[config.mk]
export PLATFORM = sky130hd
export DESIGN_NAME = pipe_stage_reg
export DESIGN_NICKNAME = d
export VERILOG_FILES = /design/src/rtl/pipe_pkg.sv /design/src/rtl/pipe_sat_counter.sv /design/src/rtl/pipe_stage_reg.sv
export SDC_FILE = /design/constraint.sdc
export NUM_CORES = 1
export LEC_CHECK = 0
export ABC_AREA = 1
export CORE_AREA = 2 2 92 182
export DETAILED_ROUTE_END_ITERATION = 10
export DIE_AREA = 0 0 94 184
export SLEW_MARGIN = 10
export SYNTH_ARGS = -nofsm -noshare
export SYNTH_HDL_FRONTEND = slang
export SYNTH_SLANG_ARGS = --single-unit
[constraint.sdc]
create_clock -name Clk -period 3 [get_ports Clk]
set_input_delay 0.6 -clock Clk [delete_from_list [all_inputs] [get_ports Clk]]
set_output_delay 0.6 -clock Clk [all_outputs]
set_load 0.05 [all_outputs]
[src/rtl/pipe_pkg.sv]
// Shared pipeline definitions: default field widths, the NOP bubble value and the
// packed beat type held by every flow-controlled stage register.
package pipe_pkg;

    localparam int unsigned PIPE_PC_W   = 32;
    localparam int unsigned PIPE_INST_W = 32;

    localparam logic [PIPE_INST_W-1:0] PIPE_NOP_INST = 32'h0000_0000;

    // One beat travelling between adjacent stages (main and skid entries alike).
    typedef struct packed {
        logic [PIPE_PC_W-1:0]   pc_plus4;
        logic [PIPE_INST_W-1:0] inst;
    } stage_beat_t;

endpackage

[src/rtl/pipe_sat_counter.sv]
// Saturating up-counter used for stage performance statistics.
// Only present when PIPE_STAGE_PERF_EN is defined; it has no users otherwise.
`ifdef PIPE_STAGE_PERF_EN
module pipe_sat_counter #(
    parameter int unsigned CNT_W = 16
) (
    input  logic             clk,
    input  logic             rst_n,
    input  logic             inc_en,
    output logic [CNT_W-1:0] count
);

    logic [CNT_W-1:0] cnt_q;
    logic [CNT_W-1:0] cnt_d;

    // Increment on request, sticking at all-ones instead of wrapping.
    always_comb begin
        cnt_d = cnt_q;
        if (inc_en && (cnt_q != {CNT_W{1'b1}})) begin
            cnt_d = cnt_q + CNT_W'(1);
        end
    end

    // Counter state.
    always_ff @(posedge clk or negedge rst_n) begin
        if (!rst_n) begin
            cnt_q <= '0;
        end else begin
            cnt_q <= cnt_d;
        end
    end

    assign count = cnt_q;

endmodule
`endif

[src/rtl/pipe_stage_reg.sv]
// Flow-controlled pipeline stage register (PC+4 / instruction pair) with a
// one-entry skid buffer and a synchronous flush that leaves a NOP bubble.
// Optional stall/flush counters are built when PIPE_STAGE_PERF_EN is defined.
// Beat storage uses the package field widths; ports are cast to and from them.
module pipe_stage_reg
    import pipe_pkg::*;
#(
    parameter int unsigned       PC_W     = PIPE_PC_W,
    parameter int unsigned       INST_W   = PIPE_INST_W,
    parameter logic [INST_W-1:0] NOP_INST = INST_W'(PIPE_NOP_INST)
`ifdef PIPE_STAGE_PERF_EN
    ,
    parameter int unsigned       CNT_W    = 16
`endif
) (
    input  logic              Clk,
    input  logic              Clrn,
    input  logic              in_valid,
    output logic              in_ready,
    input  logic [PC_W-1:0]   in_pc_plus4,
    input  logic [INST_W-1:0] in_inst,
    input  logic              flush,
    output logic              out_valid,
    input  logic              out_ready,
    output logic [PC_W-1:0]   out_pc_plus4,
    output logic [INST_W-1:0] out_inst
`ifdef PIPE_STAGE_PERF_EN
    ,
    output logic [CNT_W-1:0]  stall_cnt,
    output logic [CNT_W-1:0]  flush_cnt
`endif
);

    localparam logic [PIPE_INST_W-1:0] NOP_BEAT_INST = PIPE_INST_W'(NOP_INST);

    stage_beat_t m_q, m_d;
    stage_beat_t s_q, s_d;
    logic        m_valid_q, m_valid_d;
    logic        s_valid_q, s_valid_d;
    logic        in_ready_q, in_ready_d;

    stage_beat_t beat_in_c;
    logic        accept_c;
    logic        drain_c;

    assign beat_in_c.pc_plus4 = PIPE_PC_W'(in_pc_plus4);
    assign beat_in_c.inst     = PIPE_INST_W'(in_inst);

    assign accept_c = in_valid && in_ready_q;
    assign drain_c  = m_valid_q && out_ready;

    // Next-state: flush, then skid refill, then main load, then skid load, then drain.
    always_comb begin
        m_d       = m_q;
        s_d       = s_q;
        m_valid_d = m_valid_q;
        s_valid_d = s_valid_q;

        if (flush) begin
            m_valid_d = 1'b0;
            s_valid_d = 1'b0;
            m_d.inst  = NOP_BEAT_INST;
        end else if (drain_c && s_valid_q) begin
            m_d       = s_q;
            m_valid_d = 1'b1;
            s_valid_d = 1'b0;
        end else if (accept_c && (!m_valid_q || drain_c)) begin
            m_d       = beat_in_c;
            m_valid_d = 1'b1;
        end else if (accept_c) begin
            s_d       = beat_in_c;
            s_valid_d = 1'b1;
        end else if (drain_c) begin
            m_valid_d = 1'b0;
            m_d.inst  = NOP_BEAT_INST;
        end

        // Registered so that in_ready never depends combinationally on out_ready.
        in_ready_d = !s_valid_d;
    end

    // Stage state registers.
    always_ff @(posedge Clk or negedge Clrn) begin
        if (!Clrn) begin
            m_q.pc_plus4 <= '0;
            m_q.inst     <= NOP_BEAT_INST;
            s_q          <= '0;
            m_valid_q    <= 1'b0;
            s_valid_q    <= 1'b0;
            in_ready_q   <= 1'b1;
        end else begin
            m_q          <= m_d;
            s_q          <= s_d;
            m_valid_q    <= m_valid_d;
            s_valid_q    <= s_valid_d;
            in_ready_q   <= in_ready_d;
        end
    end

    assign in_ready     = in_ready_q;
    assign out_valid    = m_valid_q;
    assign out_pc_plus4 = PC_W'(m_q.pc_plus4);
    assign out_inst     = INST_W'(m_q.inst);

`ifdef PIPE_STAGE_PERF_EN
    logic stall_inc_c;
    logic flush_inc_c;

    // A flush counts only when it kills a held beat or one arriving this cycle.
    assign stall_inc_c = m_valid_q && !out_ready;
    assign flush_inc_c = flush && (m_valid_q || s_valid_q || accept_c);

    pipe_sat_counter #(.CNT_W(CNT_W)) u_stall_cnt (
        .clk    (Clk),
        .rst_n  (Clrn),
        .inc_en (stall_inc_c),
        .count  (stall_cnt)
    );

    pipe_sat_counter #(.CNT_W(CNT_W)) u_flush_cnt (
        .clk    (Clk),
        .rst_n  (Clrn),
        .inc_en (flush_inc_c),
        .count  (flush_cnt)
    );
`endif

endmodule

# --- Yosys cells after proc, flatten, opt, wreduce, memory -nomap -nowiden ---
# Cells that the tools add are included.
totals:
  ff_bits: 131
  output_inout_bits: 66
  inputBits: 69
op_classes:
  bitwise: 3
  reduce_logical: 12
  mux: 15
  n_eq_ne: 1
ops:
  columns: ["cell", "n"]
  rows:
  - ["two-way mux 32 bit", 5]
  - ["two-way mux 64 bit", 1]
  - ["two-way mux 1 bit", 9]
  - ["logical AND 1 bit", 4]
  - ["!= test 4 x 2 -> 1 bit, second input constant", 1]
  - ["AND reduction 2 bit", 2]
  - ["AND reduction 4 bit", 1]
  - ["nonzero test 4 bit", 1]
  - ["inverter 1 bit", 3]
  - ["logical NOT 1 bit", 2]
  - ["nonzero test 2 bit", 1]
  - ["logical OR 1 bit", 1]

# --- Depth between registers and ports, before layout ---
logic_depth:
  depth_word: 7
  mapped_depth: 8
  depth_no_buf: 7

# --- Worst setup path before layout ---
# Ideal clock, no wire load.
synth_path:
  path_type: "register to register"
  from: "register in_ready_q (netlist: in_ready)"
  to: "register m_q, in the netlist out_pc_plus4[3]"
  arrival_time_ns: 1.532
  n_path_buf: 1
  synth_period_minus_slack_ns: 1.650
  path_slack_ns: 1.350
  stages_incl_launch_ff: 9
  required_ns: 2.882
  cell_sequence: "dfstp_2 > nand2_1 > inv_1 > nand2_2 > nand2_2 > nand2_2 > buf_4 > nand2_1 > nand2_1"
synth_via:
  elab_chain_len: 4
synth_lines:
  columns: ["element", "line_no", "rtl"]
  rows:
  - ["start, declared", "pipe_stage_reg.sv:40", "logic in_ready_q, in_ready_d;"]
  - ["start signal, assigned", "pipe_stage_reg.sv:96", "in_ready_q <= in_ready_d;"]
  - ["logical AND 1 bit", "pipe_stage_reg.sv:49", "assign accept_c = in_valid && in_ready_q;"]
  - ["logical AND 1 bit", "pipe_stage_reg.sv:67", "end else if (accept_c && (!m_valid_q || drain_c)) begin"]
  - ["nonzero test 2 bit (no line)", null, null]
  - ["AND reduction 2 bit (no line)", null, null]
  - ["end signal, assigned", "pipe_stage_reg.sv:92", "m_q <= m_d;"]
  - ["end, declared", "pipe_stage_reg.sv:36", "stage_beat_t m_q, m_d;"]
# No other way between the ends.
# A chain may end at the register's enable or synchronous reset.

# --- Worst setup path in the final report ---
layout_path:
  from: "register m_valid_q (netlist: out_valid)"
  to: "output port out_valid"
layout_lines:
  columns: ["element", "line_no", "rtl"]
  rows:
  - ["start, declared", "pipe_stage_reg.sv:38", "logic m_valid_q, m_valid_d;"]
  - ["start signal, assigned", "pipe_stage_reg.sv:94", "m_valid_q <= m_valid_d;"]
  - ["end, declared", "pipe_stage_reg.sv:23", "output logic out_valid,"]
# No word-level cell between the ends.

==> impl_metrics.py <==
metrics = {
    "setup_path": {
        "worstPathCellList": "clkdlybuf4s50_1",
        "required_ns": 2.40,
        "worst-path-buf-inv": 1,
        "max_stage_delay_ns": 0.88,
        "start_kind": "register",
        "ff2ff_path_depth": 6,
        "critical_path_class": "register to output port",
        "cp_top_family": "buffers and inverters",
        "crit_fanout": 6,
        "crit_slowest_cell": "clkdlybuf4s50_1",
        "cp.depth": 1,
        "end_kind": "output port",
        "arrival_ns": 1.85,
    },
    "drt": {
        "viasPerCell": 5.011,
        "dr.first_iter.drc_count": 389,
        "wire_per_inst_um": 15.91,
        "vias": 5572,
        "ant_nets": 0,
        "drt_wl_total_um": 17690,
        "drc": 0,
        "firstDrtPassIters": 5,
    },
    "run_status": {
        "outcome": "finished clean",
    },
    "clock_tree": {
        "cts.sinks": 131,
        "htreeDepth": 4,
        "clock_latency_ns": 0.41,
        "clkTransAtPathRegs_ns": 0.06,
        "cts_resized": 0,
        "root_buffer": "clkbuf_16",
        "tritoncts": "yes",
        "hold_buffers": 0,
        "numCtsBuffers": 17,
        "cts_setup_buffers": 0,
        "cts_max_path_buffers": 2,
    },
    "power_and_ir_drop": {
        "p_leak_uw": 0.004246,
        "seqPwrFrac": 0.413,
        "power_frac_clock": 0.360,
        "total_power_uw": 5575,
        "swShare": 0.3153,
        "cellPowerDensity_nw_per_um2": 676.5,
        "switchingPower_uw": 1758,
        "ir_drop_mv": 0.3711,
        "p_int_uw": 3817,
        "comb_power_share": 0.227,
    },
    "yosys": {
        "synth_mux_area_frac": 0,
        "synth_compound_area_frac": 0.001615,
        "ys_types": 18,
        "synth_xor_area_frac": 0,
        "syn-mean-instance-area_um2": 7.884,
        "synthSimpleGateAreaFrac": 0.4153,
        "synth_area_leader_cell": "dfrtp_1",
        "netlist_top_cells_area": "dfrtp_1 52%, nand2_1 22%, nand3_1 16%",
        "synth_seq_cells": 131,
        "synth_fa_ha_area_frac": 0,
        "syn-cell-area_um2": 6197,
        "yosys_warnings": 0,
        "synth_top_cell_area_share": 0.5249,
        "synth_cells": 786,
        "synth_top_family_by_area": "simple AND/OR/NAND/NOR gates",
        "synth_nets": 855,
        "yosysSeqAreaShare": 0.5292,
    },
    "global_route": {
        "use_met2": 0.3766,
        "use_met3": 0.03526,
        "grt_util_all_layers": 0.2169,
        "first_global_vias": 5588,
        "busiest_layer": "met2",
        "globalRoute.totalOverflow": 0,
        "grt_pass1_wl_um": 29350,
        "grt_max_degree": 66,
        "gr-usage-met1": 0.2607,
        "antenna_found_initial": 0,
    },
    "floorplan": {
        "die_h_um": 184,
        "die_w_um": 94,
        "floorplan.die_area_um2": 17300,
        "rows": 65,
        "fp.coreArea_um2": 15860,
        "io_pins": 135,
        "start_util": 0.3908,
    },
    "timing": {
        "max_freq_mhz": 408.5,
        "finalSetupTns_ns": 0,
        "skew_ns": 0.008863,
        "hold_viol": 0,
        "finalCritPeriodShare": 0.8161,
        "rsz0062_at_grt": "false",
        "final_max_slew_viol_count": 0,
        "slew-limit-headroom": 0.4833,
        "setup_viol": 0,
        "worstMarginPinSlew_ns": 0.7750,
        "period_minus_slack_ns": 2.448,
    },
    "placement": {
        "placed_cells": 1080,
        "gp_congestion": 0.7808,
        "dpl_cell_area_um2": 7669,
        "dp_hpwl_um": 11080,
        "io_buffers": 134,
    },
    "finish": {
        "final_cells": 1112,
        "diodes": 0,
        "final_cell_mix": "356 x nand2_1, 193 x nand3_1, 133 x clkdlybuf4s50_1",
        "drive_above_1_share": 0.06586,
        "final_common_cell": "nand2_1",
        "fin_area_um2": 8240,
        "layout.nets": 967,
        "area_delta_synth_final_pct": 32.97,
    },
    "job": {
        "maxCapViolations": 0,
    },
    "hold_path": {
        "hold_class": "primary input to asynchronous set/reset pin",
    },
}
==> cell type report <==
class	count	area, µm²
clock inverters	10	107.6
flip-flops and latches	131	3279
fillers	1581	7619
well taps	201	251.5
inverters	6	22.52
clock buffers	22	464.2
repair buffers	151	1520
multi-input cells	591	2595
==> through the flow <==
stage | hold WS, ns | util | worst slack, ns
after floorplan | 0.3044 | - | 1.350
after global placement | 0.4473 | 0.4836 | 0.4426
after detailed placement | 0.4516 | 0.4836 | 0.3768
after CTS | 0.1804 | 0.5196 | 0.5275
after global routing | 0.2081 | 0.5196 | 0.4868
final | 0.1667 | 0.5196 | 0.5518
==> final timing paths <==
| kind | endpoint | slack (ns) | start |
|---|---|---|---|
| worst min-delay path | out_inst[18] | 0.17 | Clrn |
| min in group Clk | s_q[5] | 0.46 | s_q[5] |
| worst max register to register | out_pc_plus4[4] | 1.06 | out_valid |
| max in group asynchronous | out_pc_plus4[21] | 2.08 | Clrn |
| worst max-delay path | out_valid | 0.55 | out_valid |
| worst min register to register | s_q[5] | 0.46 | s_q[5] |
==> registers in the layout (all words and copies together), names as in the netlist <==
register / count
out_inst: 32
out_valid: 1
out_pc_plus4: 32
s_valid_q: 1
in_ready: 1
s_q: 64
==> kinds of logic after synthesis <==
| kind of cell | count (synthesis) |
|---|---|
| simple gates | 589 |
| flops | 131 |
| compound gates | 2 |
| buf+inv | 64 |
==> cell usage after synthesis <==
cell / number
a21oi_1: 1
buf_2: 18
buf_4: 9
buf_6: 5
clkbuf_1: 26
dfrtp_1: 130
dfstp_2: 1
inv_1: 4
inv_2: 2
nand2_1: 356
nand2_2: 4
nand2_4: 1
nand3_1: 193
nand3_4: 1
nor2_2: 1
nor2_4: 1
o21ai_0: 1
or2_0: 32
==> power by group through the flow <==
stage          registers, µW  logic (µW)  clock network, µW
6_report                2300        1270               2010
5_1_grt                 2340        1400               2130
4_1_cts                 2300        1290               2060
3_5_place_dp            2330        1280                  0
3_3_place_gp            2320        1260                  0
2_1_floorplan           2670         422                  0
==> metal layers <==
metal,vias up,part of all wire
li1,2739,-
met1,2632,0.40
met2,171,0.53
met3,30,0.048
met4,0,0.031
met5,-,0
Note: power is estimated with default switching activity, not from simulation.
